$ cat src/rtl/clk_divider_prog.sv
// Programmable divided-clock / clock-enable generator with load/ack divisor handshake.
// Define CLKDIV_TICK_EN to add the one-cycle `tick` strobe at the start of each period.
module clk_divider_prog #(
    parameter int WIDTH       = 8,
    parameter int DEFAULT_DIV = 2
) (
    input  logic             clk,
    input  logic             reset,
    input  logic             en,
    input  logic [WIDTH-1:0] div_in,
    input  logic             div_load,
    output logic             div_ack,
    output logic             out_clk
`ifdef CLKDIV_TICK_EN
    ,
    output logic             tick
`endif
);

    localparam logic [WIDTH-1:0] DEF_DIV = WIDTH'(DEFAULT_DIV);

    // Divisors below 2 cannot form a high and a low phase, so they saturate to 2.
    function automatic logic [WIDTH-1:0] clamp_div(input logic [WIDTH-1:0] d);
        return (d < WIDTH'(2)) ? WIDTH'(2) : d;
    endfunction

    // One extra bit so that half(2^WIDTH-1) does not overflow.
    function automatic logic [WIDTH:0] half_div(input logic [WIDTH-1:0] d);
        return ({1'b0, d} + {{WIDTH{1'b0}}, 1'b1}) >> 1;
    endfunction

    logic [WIDTH-1:0] cnt, cnt_nxt;
    logic [WIDTH-1:0] div_reg, div_nxt;
    logic [WIDTH-1:0] pend_div, pend_div_nxt;
    logic             pend_vld, pend_vld_nxt;
    logic             out_nxt;
    logic             ack_nxt;
    logic             wrap;
    logic             have_new;
    logic [WIDTH-1:0] new_div;
    logic [WIDTH-1:0] load_val;

    assign wrap     = (cnt == div_reg - WIDTH'(1));
    assign load_val = clamp_div(div_in);
    assign have_new = div_load | pend_vld;
    // A load arriving on the apply edge bypasses the pending register.
    assign new_div  = div_load ? load_val : pend_div;

    always_comb begin
        cnt_nxt      = cnt;
        div_nxt      = div_reg;
        pend_div_nxt = div_load ? load_val : pend_div;
        pend_vld_nxt = pend_vld | div_load;
        out_nxt      = out_clk;
        ack_nxt      = 1'b0;
        if (en) begin
            if (wrap) begin
                cnt_nxt = '0;
                out_nxt = 1'b1;
                if (have_new) begin
                    div_nxt      = new_div;
                    pend_vld_nxt = 1'b0;
                    ack_nxt      = 1'b1;
                end
            end else begin
                cnt_nxt = cnt + WIDTH'(1);
                out_nxt = ({1'b0, cnt_nxt} < half_div(div_reg));
            end
        end else if (have_new) begin
            // Frozen divider: apply at once and restart a clean period.
            div_nxt      = new_div;
            pend_vld_nxt = 1'b0;
            cnt_nxt      = '0;
            out_nxt      = 1'b1;
            ack_nxt      = 1'b1;
        end
    end

    always_ff @(posedge clk or negedge reset) begin
        if (!reset) begin
            cnt      <= '0;
            div_reg  <= DEF_DIV;
            pend_div <= DEF_DIV;
            pend_vld <= 1'b0;
            out_clk  <= 1'b1;
            div_ack  <= 1'b0;
        end else begin
            cnt      <= cnt_nxt;
            div_reg  <= div_nxt;
            pend_div <= pend_div_nxt;
            pend_vld <= pend_vld_nxt;
            out_clk  <= out_nxt;
            div_ack  <= ack_nxt;
        end
    end

`ifdef CLKDIV_TICK_EN
    always_ff @(posedge clk or negedge reset) begin
        if (!reset) begin
            tick <= 1'b0;
        end else begin
            tick <= en & wrap;
        end
    end
`endif

endmodule

$ cat config.mk
export PLATFORM = sky130hd
export DESIGN_NAME = clk_divider_prog
export DESIGN_NICKNAME = d
export VERILOG_FILES = /design/src/rtl/clk_divider_prog.sv
export SDC_FILE = /design/constraint.sdc
export NUM_CORES = 1
export LEC_CHECK = 0
export CAP_MARGIN = 15
export CELL_PAD_IN_SITES_DETAIL_PLACEMENT = 1
export CELL_PAD_IN_SITES_GLOBAL_PLACEMENT = 1
export CORE_MARGIN = 4
export CORE_UTILIZATION = 45
export CTS_CLUSTER_SIZE = 24
export DETAILED_ROUTE_END_ITERATION = 10
export GPL_TIMING_DRIVEN = 0
export MAX_ROUTING_LAYER = met4
export PLACE_DENSITY_LB_ADDON = 0.1
export SYNTH_ARGS = -nofsm -noshare
export SYNTH_HDL_FRONTEND = slang
export SYNTH_SLANG_ARGS = --single-unit
$ cat constraint.sdc
create_clock -name clk -period 2.65 [get_ports clk]
set_input_delay 0.3975 -clock clk [delete_from_list [all_inputs] [get_ports clk]]
set_output_delay 0.3975 -clock clk [all_outputs]
set_load 0.02 [all_outputs]
==> results.yml, run 1 <==
logic_synthesis:
  synth_most_common_cell: "dfrtp_1"
  synth_edf_count: 0
  syn_nets: 245
  ys_seq_area_share_pct: 33.5
  yosysUniqueCellTypes: 49
  syn_area_per_cell_um2: 9.11
  ys_warn_count: 0
  syn_inst: 223
  ys_top_cells_by_area: "dfrtp_1 30%, ha_1 6.2%, xnor2_1 4.7%"
  synth_common_cells: "24 x dfrtp_1, 23 x nand2_1"
  synth_flop_cell: "dfrtp_1"
  synth_top_cell_by_area: "dfrtp_1"
  synth_top_area_share_pct: 29.6
  syn_area_um2: 2030
  ys_ff_latch: 27
  ys_async_sr_fraction_pct: 100
timing:
  hold_violations: 0
  setup_ws_ns: 0.0766
  grt_setup_unrepaired: "true"
  tightest_slew_ns: 0.863
  hold_slack_ns: 0.520
  fmax_mhz: 389
  finalSetupViolations: 0
  fin_tns_setup_ns: 0
  finalCritPeriodShare_pct: 97.1
  maxSlewHeadroom_pct: 42.5
  fin_crit_ns: 2.57
  clock_skew_ns: 0.00364
  slew_viol_final: 0
placed_design:
  postPlaceCellArea_um2: 2240
  gp_congestion: 0.905
  port_buffers: 13
  dp_hpwl_um: 4460
  place_ws_ns: 0.125
floorplan:
  dieWidth_um: 75.2
  initial_core_util_pct: 46.6
  die-area_um2: 5650
  io-pin-count: 14
  die_h_um: 75.2
  core_um2: 4350
  rows: 24
setup_path:
  critPathSlowestCell: "dfstp_2"
  crit_fanout: 7
  start_kind: "flop"
  cpPeakStageDelay_ns: 0.62
  path_delay_family: "compound AO/OA/AOI/OAI gates"
  critPathBufInv: 0
  crit_chain: "ha_1, nand3_1, nor2_2, xnor2_1, ha_1, a21o_1, a31oi_1, o21ai_0, a31oi_1, o32a_1"
  required_ns: 2.87
  worst-setup-path-type: "flop to flop"
  cp.arrival_ns: 2.79
  r2r_slack_ns: 0.08
  end_kind: "flop"
clock_network:
  cts.htree.levels: 1
  cts_root_buffer: "clkbuf_8"
  path_clk_slew_ns: 0.10
  cts_buffers: 3
  cts_tree: "built"
  cts_hold_buffers: 0
  clk_latency_ns: 0.28
  cts.sinks: 27
  cts_buffer_depth: 2
  cts_setup_buffers: 0
detailed_routing:
  wire_per_inst_um: 19.1
  routed_via_density: 6.09
  ant_nets: 0
  via_count: 1784
  routed_wl_um: 5600
  drc: 0
  dr.pass1.iters: 4
  drt_iter0_markers: 45
finish:
  antenna_cells: 0
  areaGrowthSynthToFinish_pct: 12.8
  nets: 264
  final_cell_area_um2: 2290
  drive_gt1_share_pct: 9.96
run_status:
  outcome: "complete, no violations"
power_and_ir_drop:
  leakage_nw: 0.991
  power_density_nw_per_um2: 931
  ir_worst_vdd_mv: 0.289
  totalPowerFinal_mw: 2.13
grt:
  grt_pass1_wl_um: 9800
  grt_start_max_net_pins: 16
  grt_pass1_vias: 2044
  grt_usage_pct: 23.4
  antenna_found_initial: 0
  overflow: 0
run:
  drv_cap: 0
hold_path:
  min_path_type: "flop to flop"
[stage by stage]
step                      instances  util, %
after floorplan                 223        -
after global placement          288     51.1
after detailed placement        289     51.5
after CTS                       293     52.5
after global routing            293     52.6
final                           293     52.6
[cells in the final DEF, fill, tap and decap left out, drive strengths merged, types with 4 or more instances in the layout]
master / n
clkdlybuf4s50: 13
nor2: 11
o221ai: 9
a31oi: 5
a21oi: 11
clkbuf: 10
a32o: 5
o21ai: 5
nor4: 8
nor3: 10
nand2: 23
nand3: 9
xor2: 10
ha: 10
inv: 11
dfrtp: 24
nand2b: 6
buf: 8
or3: 4
a21o: 4
mux2i: 7
xnor2: 11
[worst paths after layout]
path	from	to	cells after the start
min	pend_div[6]	pend_div[6]	2
max reg2reg	div_reg[1]	out_clk	10
min reg2reg	pend_div[6]	pend_div[6]	2
max	div_reg[1]	out_clk	10
max in group asynchronous	reset	pend_div[1]	2
min in group asynchronous	reset	cnt[1]	1
[metal layers]
layer / track usage (%) / routed length (um)
met5: - / 0
met4: 6.60 / 85
met3: 3.47 / 161
met2: 41.2 / 2950
met1: 27.7 / 2410
[power by group]
part           switching, mW  internal [mW]  total, mW
logic                  0.805          0.471       1.28
clock network          0.137          0.106      0.243
registers              0.100          0.511      0.612
total                   1.04           1.09       2.13
[layout make-up]
cell class	instances	area, um2
Clock buffer	3	41.3
Fill cell	519	2060
Inverter	11	41.3
Sequential cell	27	679
Timing Repair Buffer	14	145
Tap cell	52	65.1
Buffer	14	68.8
Multi-Input combinational cell	171	1240
Clock inverter	1	5.00
[tightest hold or removal path: cells and delay by family (launching register included)]
| kind | cells | cell delay (ns) |
|---|---|---|
| buffers and inverters | 1 | 0.07 |
| muxes | 1 | 0.09 |
| DFF | 1 | 0.33 |
[cell families after synthesis]
family                     share of synthesized area (%)
and+or+nand+nor                                     21.6
buffers and inverters                               5.42
adders and majority gates                           6.16
DFF                                                 33.5
xor gates and xnor gates                            9.06
muxes                                               3.45
AOI/OAI and AO/OA                                   20.9
[what timing repair did]
action | 4_1_cts | 5_1_grt
endpoints found under the hold margin | 0 | 0
endpoints found under the setup margin | 0 | 5
gates resized for setup | 0 | 2
No activity file was read; power rests on OpenSTA's default activity.
==> inputs of run 2 (changes only) <==
- SETUP_SLACK_MARGIN: unset -> 0.05
==> results of run 2 <==
The final DEF is identical to that of run 1; final timing and power are the same.
==> inputs of run 3 (changes only) <==
==> constraint.sdc (replaced) <==
create_clock -name clk -period 2.65 [get_ports clk]
set_input_delay 0.265 -clock clk [delete_from_list [all_inputs] [get_ports clk]]
set_output_delay 0.265 -clock clk [all_outputs]
set_load 0.02 [all_outputs]
==> results of run 3 <==
Same layout as run 1 (identical final DEF). Status: complete, no violations.
Among the figures that moved: hold slack 0.520 ns -> 0.423 ns
